===== config.mk =====
export PLATFORM = sky130hd
export DESIGN_NAME = hdmi_i2c_target
export DESIGN_NICKNAME = d
export VERILOG_FILES = /design/src/rtl/hdmi_i2c_target.sv
export SDC_FILE = /design/constraint.sdc
export NUM_CORES = 2
export LEC_CHECK = 0
export ABC_AREA = 1
export BUFFER_PORTS_ARGS = -buffer_cell sky130_fd_sc_hd__clkbuf_2
export CELL_PAD_IN_SITES_DETAIL_PLACEMENT = 0
export CELL_PAD_IN_SITES_GLOBAL_PLACEMENT = 1
export CORE_MARGIN = 3
export CORE_UTILIZATION = 47
export DETAILED_ROUTE_END_ITERATION = 7
export PLACE_DENSITY_LB_ADDON = 0.1
export SLEW_MARGIN = 10
export SYNTH_ARGS = -nofsm -noshare
export SYNTH_HDL_FRONTEND = slang
export SYNTH_SLANG_ARGS = --single-unit

===== constraint.sdc =====
create_clock -name clk -period 4 [get_ports clk]
set_input_delay 0.2 -clock clk [delete_from_list [all_inputs] [get_ports clk]]
set_output_delay 0.2 -clock clk [all_outputs]
set_load 0.03 [all_outputs]

===== src/rtl/hdmi_i2c_target.sv =====
`default_nettype none
// ============================================================================
// hdmi_i2c_target : I2C target with a register file mimicking the HDMI TX map
// Revision: 1.0 - initial release
// ============================================================================
module hdmi_i2c_target #(
  parameter logic [6:0] DEV_ADDR    = 7'h39,
  parameter int         AW          = 8,
  parameter logic [7:0] STATUS_ADDR = 8'h42
) (
  input  logic          clk,
  input  logic          resetn,
  input  logic          scl_in,
  input  logic          sda_in,
  output logic          sda_oe,
  input  logic [7:0]    status_in,
  output logic          wr_stb,
  output logic [AW-1:0] wr_addr,
  output logic [7:0]    wr_data,
  output logic          busy
);

  localparam int            DEPTH      = 2**AW;
  localparam logic [AW-1:0] STATUS_IDX = AW'(STATUS_ADDR);

  typedef enum logic [3:0] {
    IDLE      = 4'd0,
    ADDR      = 4'd1,
    ADDR_ACK  = 4'd2,
    REG       = 4'd3,
    REG_ACK   = 4'd4,
    WDATA     = 4'd5,
    WDATA_ACK = 4'd6,
    RDATA     = 4'd7,
    RDATA_ACK = 4'd8
  } state_t;

  state_t        state;
  logic          scl_meta, scl_sync, scl_hist;
  logic          sda_meta, sda_sync, sda_hist;
  logic [7:0]    shreg;
  logic [3:0]    bitcnt;
  logic [AW-1:0] ptr;
  logic          rw;
  logic          commit;
  logic [7:0]    regfile [DEPTH];

  logic          scl_rise, scl_fall, start_det, stop_det;
  logic [AW-1:0] ptr_inc;
  logic [7:0]    cur_byte, nxt_byte;

  assign scl_rise  =  scl_sync & ~scl_hist;
  assign scl_fall  = ~scl_sync &  scl_hist;
  assign start_det =  scl_sync &  scl_hist &  sda_hist & ~sda_sync;
  assign stop_det  =  scl_sync &  scl_hist & ~sda_hist &  sda_sync;
  assign ptr_inc   = ptr + 1'b1;
  assign cur_byte  = (ptr == STATUS_IDX)     ? status_in : regfile[ptr];
  assign nxt_byte  = (ptr_inc == STATUS_IDX) ? status_in : regfile[ptr_inc];

  // Synchronisers reset to the idle-bus level so reset alone never fakes a START.
  always_ff @(posedge clk) begin
    if (!resetn) begin
      scl_meta <= 1'b1; scl_sync <= 1'b1; scl_hist <= 1'b1;
      sda_meta <= 1'b1; sda_sync <= 1'b1; sda_hist <= 1'b1;
    end else begin
      scl_meta <= scl_in;   scl_sync <= scl_meta; scl_hist <= scl_sync;
      sda_meta <= sda_in;   sda_sync <= sda_meta; sda_hist <= sda_sync;
    end
  end

  always_ff @(posedge clk) begin
    if (!resetn) begin
      state   <= IDLE;
      sda_oe  <= 1'b0;
      wr_stb  <= 1'b0;
      wr_addr <= '0;
      wr_data <= '0;
      busy    <= 1'b0;
      shreg   <= '0;
      bitcnt  <= '0;
      ptr     <= '0;
      rw      <= 1'b0;
      commit  <= 1'b0;
      for (int i = 0; i < DEPTH; i++) regfile[i] <= '0;
    end else begin
      wr_stb <= 1'b0;
      // A completed write byte is committed the cycle after its 8th sample.
      if (commit) begin
        commit <= 1'b0;
        if (ptr != STATUS_IDX) begin
          regfile[ptr] <= shreg;
          wr_stb       <= 1'b1;
          wr_addr      <= ptr;
          wr_data      <= shreg;
        end
        ptr <= ptr_inc;
      end
      if (start_det) begin
        state  <= ADDR;
        bitcnt <= '0;
        sda_oe <= 1'b0;
      end else if (stop_det) begin
        state  <= IDLE;
        sda_oe <= 1'b0;
        busy   <= 1'b0;
      end else begin
        case (state)
          IDLE: ;
          ADDR, REG, WDATA: begin
            if (scl_rise && bitcnt != 4'd8) begin
              shreg  <= {shreg[6:0], sda_sync};
              bitcnt <= bitcnt + 4'd1;
              if (state == WDATA && bitcnt == 4'd7) commit <= 1'b1;
            end else if (scl_fall && bitcnt == 4'd8) begin
              bitcnt <= '0;
              if (state == ADDR) begin
                if (shreg[7:1] == DEV_ADDR) begin
                  sda_oe <= 1'b1;
                  rw     <= shreg[0];
                  busy   <= 1'b1;
                  state  <= ADDR_ACK;
                end else begin
                  busy  <= 1'b0;
                  state <= IDLE;
                end
              end else if (state == REG) begin
                ptr    <= AW'(shreg);
                sda_oe <= 1'b1;
                state  <= REG_ACK;
              end else begin
                sda_oe <= 1'b1;
                state  <= WDATA_ACK;
              end
            end
          end
          ADDR_ACK: if (scl_fall) begin
            if (rw) begin
              // The ACK release and the first read bit share this SCL fall.
              shreg  <= {cur_byte[6:0], 1'b0};
              sda_oe <= ~cur_byte[7];
              bitcnt <= 4'd1;
              state  <= RDATA;
            end else begin
              sda_oe <= 1'b0;
              state  <= REG;
            end
          end
          REG_ACK, WDATA_ACK: if (scl_fall) begin
            sda_oe <= 1'b0;
            state  <= WDATA;
          end
          RDATA: if (scl_fall) begin
            if (bitcnt == 4'd8) begin
              sda_oe <= 1'b0;
              bitcnt <= '0;
              state  <= RDATA_ACK;
            end else begin
              sda_oe <= ~shreg[7];
              shreg  <= {shreg[6:0], 1'b0};
              bitcnt <= bitcnt + 4'd1;
            end
          end
          RDATA_ACK: if (scl_rise) begin
            ptr <= ptr_inc;
            if (!sda_sync) begin
              shreg <= nxt_byte;
              state <= RDATA;
            end else begin
              state <= IDLE;
            end
          end
          default: state <= IDLE;
        endcase
      end
    end
  end

endmodule
`default_nettype wire

* After elaboration in Yosys (flattened, before gate mapping) *
Memories as Yosys holds them, arrays and structs flattened. A register that Yosys moved wholly into a read port is not among the register bits.
Cells that the tools add are included.

cells by class
  add/sub/neg operators = 2
  $mul = 0
  divide/modulo/power cells = 0
  magnitude comparators = 0
  eq/ne operators = 37
  shift-type cells = 0
  mux-type cells = 67
  bitwise gates (word level) = 19
  reduce and logical (&&, ||, !) cells = 24

operator list
  kind                                                    number
  2-to-1 mux 8 bit                                        20
  2-to-1 mux 4 bit                                        14
  inequality test 4 bit (second input constant)           8
  case mux 8 bit (4 select lines)                         1
  2-to-1 mux 1 bit                                        24
  inequality test 2 bit (second input constant)           12
  case mux 4 bit (6 select lines)                         1
  == test 4 x 3 -> 1 bit (second input constant)          5
  == test 8 x 7 -> 1 bit (second input constant)          2
  case mux 8 bit (2 select lines)                         1
  AND reduction 8 bit                                     2
  AND reduction 7 bit                                     2
  inverter 1 bit                                          12
  case mux 4 bit (3 select lines)                         1
  AND reduction 10 bit                                    1
  inequality test 3 bit (second input constant)           3
  adder 8 x 1 -> 8 bit (second input constant)            1
  == test 4 x 2 -> 1 bit (second input constant)          2
  == test 4 bit (second input constant)                   2
  inequality test 8 x 7 -> 1 bit (second input constant)  1
  nonzero test 4 bit                                      2
  OR reduction 8 bit                                      1
  bitwise AND 1 bit                                       7
  == test 7 x 6 -> 1 bit (second input constant)          1
  other kinds (15)                                        23

storage, ports and cells
  flip-flop bits (word level) = 51
  bits in latches = 0
  RAM bits = 2048
  bits in read-only memories = 0
  input port bits = 12
  output and inout port bits = 19
  logic and storage cells = 168
  memories kept = 1

memories
  memory   depth  width  read ports  clocked after Yosys merged registers in  wr ports  RTL line  text
  regfile  256    8      2           1                                        256       46        logic [7:0] regfile [DEPTH];

* Logic depth before layout (Yosys ltp) *
  depth in word-level cells = 10
  mapped depth = 24
  mapped depth without buffers = 17

* Least setup slack after synthesis *
OpenSTA, ideal clock, no wires.

  path type = register -> register
  start = reg ptr[0]
  end = mem regfile[140][0], enable pin
  setup time = 329 ps
  arrival time = 3073 ps
  required time = 3671 ps
  slack = 598 ps
  stages on the path, launching flop included = 21
  buffers on the path = 7
  period minus slack after synthesis = 3402 ps
  cells stage by stage = dfxtp_1 inv_2 buf_4 buf_6 buf_2 buf_2 buf_2 ha_1 inv_1 nor2_2 inv_2 nor2_4 nor2_4 inv_2 nor2_4 inv_2 buf_4 nor2_1 buf_2 nand2_1 nand2_1

RTL lines
  element                 RTL line  text
  start, declared         43        logic [AW-1:0] ptr;
  start signal, assigned  96        ptr <= ptr_inc;
  start signal, assigned  127       ptr <= AW'(shreg);
  start signal, assigned  164       ptr <= ptr_inc;
  end, declared           46

* Worst setup path after layout *
  start = reg ptr[0]
  end = reg shreg[1]

on the way
  word-level cells in the longest chain between the ends = 6
  elaborated cells between the ends (all ways) = 11
  those cells by class = add/sub (1); eq/ne (2); mux (7); memory (1)

ends and longest elaborated chain
  element                                                              RTL line  text
  adder 8 x 1 -> 8 bit                                                 56        assign ptr_inc = ptr + 1'b1;
  memory read (256 x 8 bit) or == test 8 x 7 -> 1 bit (tied branches)  n/a
  2-to-1 mux 8 bit                                                     58        assign nxt_byte = (ptr_inc == STATUS_IDX) ? status_in : regfile[ptr_inc];
  2-to-1 mux 8 bit                                                     165       if (!sda_sync) begin
  2-to-1 mux 8 bit                                                     163       RDATA_ACK: if (scl_rise) begin
  case mux 8 bit (4 select lines) *                                    107       case (state)
  end signal, assigned                                                 111       shreg <= {shreg[6:0], sda_sync};
  end signal, assigned                                                 159       shreg <= {shreg[6:0], 1'b0};
  end signal, assigned                                                 166       shreg <= nxt_byte;
  end, declared                                                        41        logic [7:0] shreg;

Every way passes the cells marked *; elsewhere a longest branch is shown, timed or not. The select of a mux whose other input is x is not followed.
A chain may end at the register's enable or synchronous reset.

==> results.ini <==
[synth]
synth_edf_count=2048
synth_compound_area_share_pct=7.40
synthesis.area_mm2=0.115
yosysTopAreaCell=edfxtp_1
synth_top_area_share_pct=53.4
synthArstFlopShare_pct=0
syn_avg_cell_area_um2=7.88
synth_warnings=0
ys_types=40
synth_fa_ha_area_share_pct=0.0761
synth_cells=14600
synth-seq-cells=2099
synth_xor_area_share_pct=0.0217
ys_top_cells_by_area=edfxtp_1 53%, nor2_1 12%, nand2_1 12%
seq_area_frac_synth_pct=54.3
synth_top_family_by_area=simple AND/OR/NAND/NOR gates
synthSimpleGateAreaFrac_pct=33.3
synth_mux_area_share_pct=0
synthFlopType=edfxtp_1

[sta]
worst_pin_slew_ns=1.29
fmax_ghz=0.256
rsz0062_at_grt=false
fin_setup_tns_ns=0
setup_ws_ns=0.101
hold_viol_final=0
min_period_ns=3.90
final_max_slew_viol_count=0
fin_crit_sh_pct=97.5
slew-limit-headroom_pct=13.7
finClkSkew_ns=0.0673
setup_viol=0

[layout]
n_fill_cell=22900
multiInputGateArea_mm2=0.0472
drive_above_1_share_pct=5.74
layout_commonest_cell=nor2_1
regArea_mm2=0.0625
fin_area_mm2=0.126
area_delta_synth_final_pct=9.68
layout_common_cells=3757 x nor2_1, 3660 x nand2_1, 2048 x edfxtp_1
final_nets=14100

[cts]
cts_sinks=2099
cts_buffers=230
cts_htree_levels=4
tritoncts=built
root_buffer=clkbuf_16
cts_buffer_depth=3
path_clk_slew_ns=0.07
clk-insertion-delay-late_ns=0.93

[power]
finalPower_uw=48600
peakVddDrop_mv=0.360
power.density_mw_per_mm2=385
leakage_uw=0.0465

[route]
wl_per_cell_um=26.8
drc=0
drt_iter0_markers=14600
ant_nets=0
routed_wl_um=469000
vias=106000
via_per_inst=6.04
drt_first_pass_iters=8

[worst_setup_path]
cp-end-kind=register
worstSetupPathType=register to register
cp-start-kind=register
path_max_fanout=46
arrival_ns=4.70
critPathRequiredTime_ns=4.80

[flow_run]
max_cap_violations=0

[floorplan]
num_rows=181
coreArea_mm2=0.243
pin_count=31
die_w_um=501
die_y_um=501
dieArea_mm2=0.251
start_util_pct=47.3

[grt]
grt_pass1_wl_um=671000
antenna_found_initial=28
grt_use_total_pct=36.4
grt_max_degree=173
grt_pass1_vias=96900
grt_overflow=0

[place]
pre_cts_ws_ns=0.208
postPlaceCellArea_mm2=0.119
io_buffers=30
routabilityCongestion=0.975
dp_hpwl_um=299000

[status]
status=finished clean

[worst_hold_path]
hold_class=input pin to register

registers in the layout, indices dropped and copies added, names as in the netlist:
| name | count |
|---|---|
| ptr | 8 |
| shreg | 8 |
| wr_data | 8 |
| bitcnt | 4 |
| scl_hist | 1 |
| scl_sync | 1 |
| state | 4 |
| sda_oe | 1 |
| wr_stb | 1 |
| rw | 1 |
| regfile | 2048 |
| busy | 1 |
| sda_meta | 1 |
| scl_meta | 1 |
| commit | 1 |
| sda_sync | 1 |
| wr_addr | 8 |
| sda_hist | 1 |
cell usage after synthesis (8+ instances only):
library cell  count
nor2_1         3775
nand2_1        3662
edfxtp_1       2048
nand3_1        1945
o21ai_0        1253
clkbuf_1        727
buf_2           296
inv_1           192
a21oi_1         178
o22ai_1         105
buf_1           102
o21ai_1          66
dfxtp_1          51
nand2_2          36
nand4_1          35
o211ai_1         34
buf_4            22
inv_2            19
nor3_1            8
nor3_2            8
path summary, 6_finish.rpt:
kind / startpoint / end / slack, ns / cells after the start
hold reg to reg: scl_meta / scl_sync / 0.43 / 1
setup reg to reg: ptr[0] / shreg[1] / 0.10 / 17
hold / removal: resetn / wr_addr[1] / 0.21 / 4
setup / recovery: ptr[0] / shreg[1] / 0.10 / 17
final cells by class:
type,instances,area share (%)
diodes,21,0.0416
repair buffers,387,3.21
multi-input cells,11200,37.4
flip-flops and latches,2099,49.5
clock buffers,283,4.74
well taps,3202,3.17
inverters,219,0.733
clock inverters,146,1.19
per-layer routing:
metal	part of all wire (%)	wire (um)	GRT usage, %	up-vias
met5	0.031	143	0	-
met4	5.2	24200	17.1	21
met3	11	50100	7.21	995
met2	44	207000	55.3	6065
met1	40	188000	50.2	50900
li1	-	-	-	47800
worst max-delay path, stage by stage (launching register included):
cell and delay [ns]:
dfxtp_4 0.39, buf_12 0.22, ha_1 0.28, inv_1 0.06
nand2_1 0.10, nand2_4 0.17, inv_8 0.41, buf_12 0.33
nand3_1 0.16, nand3_1 0.11, nand3_1 0.19, nand3_1 0.33
nand3_1 0.31, nand2_1 0.27, nand2_1 0.07, nand2_1 0.09
o21bai_1 0.06, a21oi_1 0.15
kinds of logic after synthesis:
family / count (synthesis)
DFF: 2099
other: 1
and+or+nand+nor: 9488
buffers and inverters: 1369
xor gates and xnor gates: 2
adders and majority gates: 7
AOI/OAI and AO/OA: 1652
report_power, final:
group	switching (uW)	internal (uW)	leakage [uW]
sequential	470	24900	0.0213
clock	9430	12100	0.00365
combinational	1330	406	0.0216
metrics by stage:
step / hold slack (ns) / cells / utilization (%)
floorplan: 0.307 / 14600 / -
global placement: 0.412 / 17100 / 48.7
detailed placement: 0.413 / 17100 / 48.7
CTS: 0.139 / 17500 / 51.8
global route: 0.190 / 17500 / 51.9
finish: 0.209 / 17500 / 51.9
repair_timing:
| action | in CTS | in global routing |
|---|---|---|
| hold endpoints to repair | 50 | 0 |
| buffers inserted | 0 | 3 |
| hold buffers | 11 | 0 |
| gates resized for setup | 0 | 2 |
| endpoints found under the setup margin | 0 | 6 |
(Power assumes the default switching activity.)
